[config.mk]
export PLATFORM = sky130hd
export DESIGN_NAME = ps2_byte_receiver
export DESIGN_NICKNAME = d
export VERILOG_FILES = /design/src/rtl/ps2_pkg.sv /design/src/rtl/ps2_clk_filter.sv /design/src/rtl/ps2_byte_receiver.sv
export SDC_FILE = /design/constraint.sdc
export NUM_CORES = 1
export LEC_CHECK = 0
export BUFFER_PORTS_ARGS = -buffer_cell sky130_fd_sc_hd__buf_2
export CAP_MARGIN = 20
export CORE_AREA = 2 2 66 68
export DETAILED_ROUTE_END_ITERATION = 8
export DIE_AREA = 0 0 68 70
export PLACE_DENSITY = 0.73
export SETUP_SLACK_MARGIN = 0.05
export SYNTH_ARGS = -nofsm -noshare
export SYNTH_HDL_FRONTEND = slang
export SYNTH_SLANG_ARGS = --single-unit
[constraint.sdc]
create_clock -name CLK -period 2 [get_ports CLK]
set_input_delay 0.6 -clock CLK [delete_from_list [all_inputs] [get_ports CLK]]
set_output_delay 0.6 -clock CLK [all_outputs]
set_load 0.05 [all_outputs]
[src/rtl/ps2_pkg.sv]
// Shared PS/2 definitions: receiver state encoding, error-code bit positions,
// default timing parameters and well-known device byte values.
package ps2_pkg;

    typedef enum logic [1:0] {
        ST_IDLE   = 2'd0,
        ST_DATA   = 2'd1,
        ST_PARITY = 2'd2,
        ST_STOP   = 2'd3
    } ps2_state_e;

    localparam int ERR_PARITY = 0;
    localparam int ERR_STOP   = 1;

    localparam int DEF_FILTER_LEN     = 8;
    localparam int DEF_TIMEOUT_CYCLES = 50000;

    localparam logic [7:0] PS2_ACK     = 8'hFA;
    localparam logic [7:0] PS2_ENABLE  = 8'hF4;
    localparam logic [7:0] PS2_SELF_OK = 8'hAA;

    // PS/2 uses odd parity, so a frame is in error when its total ones count is even
    function automatic logic parity_error(input logic [7:0] data, input logic parity_bit);
        return ~^{data, parity_bit};
    endfunction

endpackage

[src/rtl/ps2_clk_filter.sv]
// Synchronises the raw PS/2 lines, glitch-filters the clock and emits a
// one-cycle strobe on each filtered clock falling edge.
module ps2_clk_filter
    import ps2_pkg::*;
#(
    parameter int FILTER_LEN = DEF_FILTER_LEN
) (
    input  logic CLK,
    input  logic RESET,
    input  logic clk_raw,
    input  logic data_raw,
    output logic data_sync,
    output logic fall_strobe
);

    logic                  clk_meta_q, clk_sync_q;
    logic                  data_meta_q, data_sync_q;
    logic [FILTER_LEN-1:0] hist_q, hist_d;
    logic                  clk_filt_q, clk_filt_d;
    logic                  strobe_q, strobe_d;

    always_comb begin
        hist_d     = {hist_q[FILTER_LEN-2:0], clk_sync_q};
        clk_filt_d = clk_filt_q;
        // Only a full window of agreeing samples may move the filtered clock
        if (hist_q == '0)
            clk_filt_d = 1'b0;
        else if (&hist_q)
            clk_filt_d = 1'b1;
        strobe_d = clk_filt_q & ~clk_filt_d;
    end

    always_ff @(posedge CLK) begin
        if (RESET) begin
            clk_meta_q  <= 1'b1;
            clk_sync_q  <= 1'b1;
            data_meta_q <= 1'b1;
            data_sync_q <= 1'b1;
            hist_q      <= '1;
            clk_filt_q  <= 1'b1;
            strobe_q    <= 1'b0;
        end else begin
            clk_meta_q  <= clk_raw;
            clk_sync_q  <= clk_meta_q;
            data_meta_q <= data_raw;
            data_sync_q <= data_meta_q;
            hist_q      <= hist_d;
            clk_filt_q  <= clk_filt_d;
            strobe_q    <= strobe_d;
        end
    end

    assign data_sync   = data_sync_q;
    assign fall_strobe = strobe_q;

endmodule

[src/rtl/ps2_byte_receiver.sv]
// PS/2 device-to-host byte receiver: start, 8 data bits LSB first, odd parity,
// stop. Delivers each byte with a one-cycle ready strobe and an error code.
module ps2_byte_receiver
    import ps2_pkg::*;
#(
    parameter int FILTER_LEN     = DEF_FILTER_LEN,
    parameter int TIMEOUT_CYCLES = DEF_TIMEOUT_CYCLES
) (
    input  logic       CLK,
    input  logic       RESET,
    input  logic       READ_ENABLE,
    input  logic       CLK_MOUSE_IN,
    input  logic       DATA_MOUSE_IN,
    output logic [7:0] BYTE_READ,
    output logic [1:0] BYTE_ERROR_CODE,
    output logic       BYTE_READY,
    output logic       FRAME_BUSY
);

    localparam int              TW       = $clog2(TIMEOUT_CYCLES);
    localparam logic [TW-1:0]   TMO_LAST = TW'(TIMEOUT_CYCLES - 1);

    logic data_sync, strobe;

    ps2_clk_filter #(.FILTER_LEN(FILTER_LEN)) u_filter (
        .CLK        (CLK),
        .RESET      (RESET),
        .clk_raw    (CLK_MOUSE_IN),
        .data_raw   (DATA_MOUSE_IN),
        .data_sync  (data_sync),
        .fall_strobe(strobe)
    );

    ps2_state_e    state_q, state_d;
    logic [2:0]    bit_cnt_q, bit_cnt_d;
    logic [7:0]    shift_q, shift_d;
    logic          par_err_q, par_err_d;
    logic [7:0]    byte_q, byte_d;
    logic [1:0]    err_q, err_d;
    logic          ready_q, ready_d;
    logic [TW-1:0] tmo_q, tmo_d;

    always_comb begin
        state_d   = state_q;
        bit_cnt_d = bit_cnt_q;
        shift_d   = shift_q;
        par_err_d = par_err_q;
        byte_d    = byte_q;
        err_d     = err_q;
        ready_d   = 1'b0;
        tmo_d     = tmo_q;

        if (!READ_ENABLE) begin
            state_d = ST_IDLE;
            tmo_d   = '0;
        end else begin
            if (state_q == ST_IDLE || strobe)
                tmo_d = '0;
            else
                tmo_d = tmo_q + 1'b1;

            case (state_q)
                ST_IDLE: begin
                    if (strobe && !data_sync) begin
                        state_d   = ST_DATA;
                        bit_cnt_d = 3'd0;
                    end
                end
                ST_DATA: begin
                    if (strobe) begin
                        shift_d   = {data_sync, shift_q[7:1]};
                        bit_cnt_d = bit_cnt_q + 3'd1;
                        if (bit_cnt_q == 3'd7)
                            state_d = ST_PARITY;
                    end
                end
                ST_PARITY: begin
                    if (strobe) begin
                        par_err_d = parity_error(shift_q, data_sync);
                        state_d   = ST_STOP;
                    end
                end
                ST_STOP: begin
                    if (strobe) begin
                        ready_d            = 1'b1;
                        byte_d             = shift_q;
                        err_d[ERR_PARITY]  = par_err_q;
                        err_d[ERR_STOP]    = ~data_sync;
                        state_d            = ST_IDLE;
                    end
                end
                default: state_d = ST_IDLE;
            endcase

            // A stalled device abandons the partial byte; delivered outputs are untouched
            if (state_q != ST_IDLE && !strobe && tmo_q == TMO_LAST) begin
                state_d = ST_IDLE;
                tmo_d   = '0;
            end
        end
    end

    always_ff @(posedge CLK) begin
        if (RESET) begin
            state_q   <= ST_IDLE;
            bit_cnt_q <= 3'd0;
            shift_q   <= 8'h00;
            par_err_q <= 1'b0;
            byte_q    <= 8'h00;
            err_q     <= 2'b00;
            ready_q   <= 1'b0;
            tmo_q     <= '0;
        end else begin
            state_q   <= state_d;
            bit_cnt_q <= bit_cnt_d;
            shift_q   <= shift_d;
            par_err_q <= par_err_d;
            byte_q    <= byte_d;
            err_q     <= err_d;
            ready_q   <= ready_d;
            tmo_q     <= tmo_d;
        end
    end

    assign BYTE_READ       = byte_q;
    assign BYTE_ERROR_CODE = err_q;
    assign BYTE_READY      = ready_q;
    assign FRAME_BUSY      = (state_q != ST_IDLE);

endmodule

Word-level counts from Yosys, hierarchy flattened
Cells that the tools add are included.
{"block": "word_totals", "regBits": 55, "mem_bits_ro": 0, "memories": 0, "in_bits": 5, "ram_bits": 0, "latch_bits": 0, "wordCells": 64, "out_inout_bits": 12}
{"block": "classes", "shifts": 0, "muxes": 12, "eq_ne": 10, "bitwise_logic": 5, "n_lt_le_gt_ge": 0, "reduce_logical": 20, "add_sub_neg": 2, "div": 0, "multipliers": 0}
{"op": "16-bit by 1-bit adder with 16-bit output (second input constant)", "count": 1}
{"op": "16-bit equality test (second input constant)", "count": 1}
{"op": "2-bit 2-to-1 mux", "count": 5}
{"op": "3-bit AND reduction", "count": 3}
{"op": "9-bit XNOR reduction", "count": 1}
{"op": "8-bit zero test", "count": 1}
{"op": "2-bit by 1-bit != test with 1-bit output (second input constant)", "count": 4}
{"op": "2-bit one-hot mux with 4 select lines", "count": 1}
{"op": "8-bit AND reduction", "count": 1}
{"op": "3-bit 2-to-1 mux", "count": 2}
{"op": "3-bit one-hot mux with 2 select lines", "count": 1}
{"op": "3-bit OR reduction", "count": 2}
{"op": "5-bit AND reduction", "count": 1}
{"op": "2-bit equality test (second input constant)", "count": 2}
{"op": "1-bit NOT", "count": 4}
{"op": "4-bit AND reduction", "count": 1}
{"op": "2-bit nonzero test", "count": 2}
{"op": "4-bit OR reduction", "count": 1}
{"op": "3-bit by 1-bit adder with 3-bit output (second input constant)", "count": 1}
{"op": "3-bit equality test (second input constant)", "count": 1}
{"op": "1-bit logical AND", "count": 3}
{"op": "1-bit 2-to-1 mux", "count": 3}
{"op": "2-bit by 1-bit equality test with 1-bit output (second input constant)", "count": 1}
{"op": "1-bit zero test", "count": 2}
{"op": "other kinds (4)", "count": 4}

Depth between registers and ports, before layout
{"block": "logic_depth", "word_depth": 5, "ltp_mapped": 6, "ltp_nobuf": 6}

Modules after synthesis
From an unflattened synthesis, not the netlist that was laid out.
{"block": "unflattened", "hier_cells": 238, "area_unflattened_um2": 2265.9}
{"mod": "ps2_byte_receiver", "area_each_um2": 1838.0, "seq_area_each_um2": 820.8, "cells_each": 201, "n_inst": 1}
{"mod": "ps2_clk_filter", "area_each_um2": 427.9, "seq_area_each_um2": 280.3, "cells_each": 37, "n_inst": 1}

Worst setup path after synthesis
No wires, ideal clock.
{"block": "synth_timing", "kind": "reg2out", "from": "register state_q[0]", "to": "output FRAME_BUSY", "setup_slack_ps": 313, "n_path_buf": 0, "t_arrival_ps": 1087, "path_stages_with_launch": 4, "t_required_ps": 1400, "cell_sequence": "dfxtp_1 > inv_1 > ha_1 > inv_1"}
{"block": "synth_between", "elab_chain_cells": 1}
{"element": "from (decl)", "line": "ps2_byte_receiver.sv:34", "rtl": "ps2_state_e state_q, state_d;"}
{"element": "from (signal assigned)", "line": "ps2_byte_receiver.sv:114", "rtl": "state_q <= state_d;"}
{"element": "2-bit nonzero test", "line": "ps2_byte_receiver.sv:128", "rtl": "assign FRAME_BUSY = (state_q != ST_IDLE);"}
{"element": "to (decl)", "line": "ps2_byte_receiver.sv:17", "rtl": "output logic FRAME_BUSY"}
Every way passes these cells.

Worst setup path in the final report
{"block": "layout_timing", "from": "register state_q[1]", "to": "output FRAME_BUSY"}
The elaborated chain is that of the path after synthesis.

==> reports/qor.csv <==
metric,value,unit
leading post-synthesis cells by cell area,"dfxtp_1 47%, ha_1 4.8%, nor2_1 4.8%, mux2i_1 4.3%, xor2_1 3.8%",
fin crit share,92.6,%
Avg Synthesized Cell Area,9.52,um^2
"commonest non-fill, non-tap cells in the layout","53 x dfxtp_1, 30 x nor2_1, 22 x nand2_1",
Area Overhead vs Synth,8.69,%
outcome,"complete, no violations",
Max Freq,0.540,GHz
Worst path slowest cell,dfxtp_2,
"slowest stage delay, CP",350,ps
share of cells above drive strength 1,18.1,%
Async SR Flop Fraction,0,%
RSZ-0062 raised after global routing,false,
CTS clock-pin slew for the worst setup and hold paths,100,ps
die area,4760,um^2
gr usage total,18.2,%
1st-iter DRT viols,102,
Buf/Inv on CP,3,
Mapped Area,2330,um^2
Hold Crit Endpoint,u_filter.hist_q[0]$_SDFF_PP1_,
Vias,1622,
wire length per cell,12.1,um
r2r worst-path depth,5,
hold path start,u_filter.clk_sync_q$_SDFF_PP1_,
final setup vio count,0,
first-pass detailed-route iteration total,4,
first-pass GRT wire length,6.62,mm
Detail Placement HPWL,2.64,mm
final core area utilization,61.2,%
sequential area share after synthesis,47.2,%
CTS sink cnt,55,
Worst setup EP type,output port,
Core ar.,4140,um^2
reg2reg start,tmo_q[0]$_SDFF_PP0_,
IR Drop Worst-Case VDD,414,uV
HP Class,reg -> reg,
drt via density,5.20,
DRC errors left,0,
final wirelength,3.77,mm
total gr overflow,0,
Synth cell types,43,
"most used cell, CP",inv_1,
Die W,68,um
CTS max path bufs,2,
Final Critical Period,1850,ps
pwr dens,701,nW/um^2
Fin. Hold Viols,0,
reg2reg setup slack,420,ps
Crit path arrival time,1250,ps
later-pin clock latency in the skew report,310,ps
max-cap violations,0,
WHS Path Cells,1,
Post-synth EDFFs,0,
H-Tree Depth,2,
final number of max-transition violations,0,
crit path cell chain,inv_1 > ha_4 > inv_1 > buf_4,
Synthesis Warnings,0,
ANT cells,0,
Placer Congestion,0.792,
Least-Margin Pin Slew,439,ps
"Primary FF master, synth",dfxtp_1,
Synth top area share,47.2,%
"commonest non-fill, non-tap cell in the layout",dfxtp_1,
layout filler cell count,367,
IO Pins,17,
max_slew headroom,70.7,%
CP required,1400,ps
crit path max fanout,7,
site row count,24,
root buffer cell,clkbuf_8,
PortBufs,16,
CP startpoint kind,flip-flop,
Cells after Synth,245,
r2r endpoint,state_q[0]$_SDFFE_PP0P_,
"antenna viol nets, final",0,
vias in the first global route,1500,
CTS Buf Count,5,
CTS tree,done,
kind of critical path,reg -> out,
Clock Skew,13.1,ps
Initial Utilization,56.3,%
Top delay family on crit path,buffers and inverters,
initial antenna violation count,0,
Leak,1.02,nW
largest net degree at the start of global routing,21,
Yosys reg bits,55,
origin of the worst setup path,state_q[1]$_SDFFE_PP0P_,
post-CTS setup repair buffer count,0,
Syn Nets,259,
fin nets,273,
Die Ht,70,um
post-synth top area cell,dfxtp_1,
setup TNS,0,ps
cell type report:
| cell class | count | area [um^2] | share of cell area (%) |
|---|---|---|---|
| clock inverter | 3 | 26.3 | 1.04 |
| inverter | 7 | 26.3 | 1.04 |
| tap | 52 | 65.1 | 2.57 |
| multi-input combinational | 173 | 1150 | 45.6 |
| timing repair buffer | 17 | 90.1 | 3.55 |
| sequential | 55 | 1100 | 43.5 |
| clock buffer | 5 | 68.8 | 2.71 |
cell usage after synthesis, types with 2 or more instances:
library cell,n
buf_4,2
nor3_1,2
nand3_1,8
mux2i_1,10
nand2_1,22
nand4_1,7
o22ai_1,3
nor2_1,30
inv_1,7
a21oi_1,16
buf_6,2
o22a_1,2
nand2b_1,3
ha_1,9
and4_1,2
and3_1,5
buf_2,2
xor2_1,10
or3_1,4
xnor2_1,7
clkbuf_1,3
or2_2,11
dfxtp_1,55
o21ai_0,4
flip-flops by register name, indices dropped and copies added (netlist names):
register / cells
shift_q: 8
u_filter.data_sync: 1
BYTE_ERROR_CODE: 2
BYTE_READ: 8
state_q: 2
bit_cnt_q: 3
u_filter.hist_q: 8
u_filter.clk_filt_q: 1
u_filter.clk_sync_q: 1
tmo_q: 16
u_filter.fall_strobe: 1
u_filter.data_meta_q: 1
par_err_q: 1
BYTE_READY: 1
u_filter.clk_meta_q: 1
cell families after synthesis:
group / count (synthesis) / share of synthesized area (%)
compound gates: 28 / 7.40
xor+xnor: 18 / 7.35
fa+ha+maj: 9 / 4.83
buf+inv: 17 / 3.81
flops: 55 / 47.2
mux: 10 / 4.29
simple gates: 108 / 25.1
repair_timing:
item / in CTS / in global routing
resized for setup: 3 / 2
endpoints found under the hold margin: 0 / 0
pin swaps: 0 / 0
gates cloned: 0 / 0
endpoints found under the setup margin: 1 / 1
hold buffers: 0 / 0
report_power, final:
part / leakage (nW) / internal [mW] / switching [mW]
sequential: 0.445 / 1.10 / 0.00277
combinational: 0.520 / 0.0123 / 0.0174
clock: 0.0495 / 0.261 / 0.386
how the worst max path moves through the flow:
stage	endpoint	cells past startpoint
final	FRAME_BUSY	4
after floorplan	FRAME_BUSY	3
after global routing	FRAME_BUSY	4
after CTS	FRAME_BUSY	4
after detailed placement	bit_cnt_q[1]$_SDFFE_PP0P_	6
after global placement	FRAME_BUSY	4
routing by layer:
| metal | GRT usage (%) | vias up | routed length (um) |
|---|---|---|---|
| met5 | 0 | - | 0 |
| met1 | 26.0 | 728 | 1990 |
| met2 | 26.4 | 24 | 1610 |
| met4 | 7.33 | 0 | 44 |
| li1 | - | 866 | - |
| met3 | 3.86 | 4 | 126 |
through the flow:
stage                     area, um^2  setup WS, ps  power, mW  hold WS [ps]  instances
after floorplan                 2330           313       1.15           389        245
after global placement          2420           295       1.16           393        304
after detailed placement        2420           249       1.16           395        304
after CTS                       2520          60.6       1.80           418        312
after global routing            2530          65.6       1.85           432        312
final                           2530           149       1.78           415        312
worst reg2reg max path, cell delays in order (launching register included):
cell      delay, ps
dfxtp_1         380
ha_1            210
and4_2          280
nand4_2         180
o311ai_2        310
nor3_1          100
No activity file was read; power rests on OpenSTA's default activity.
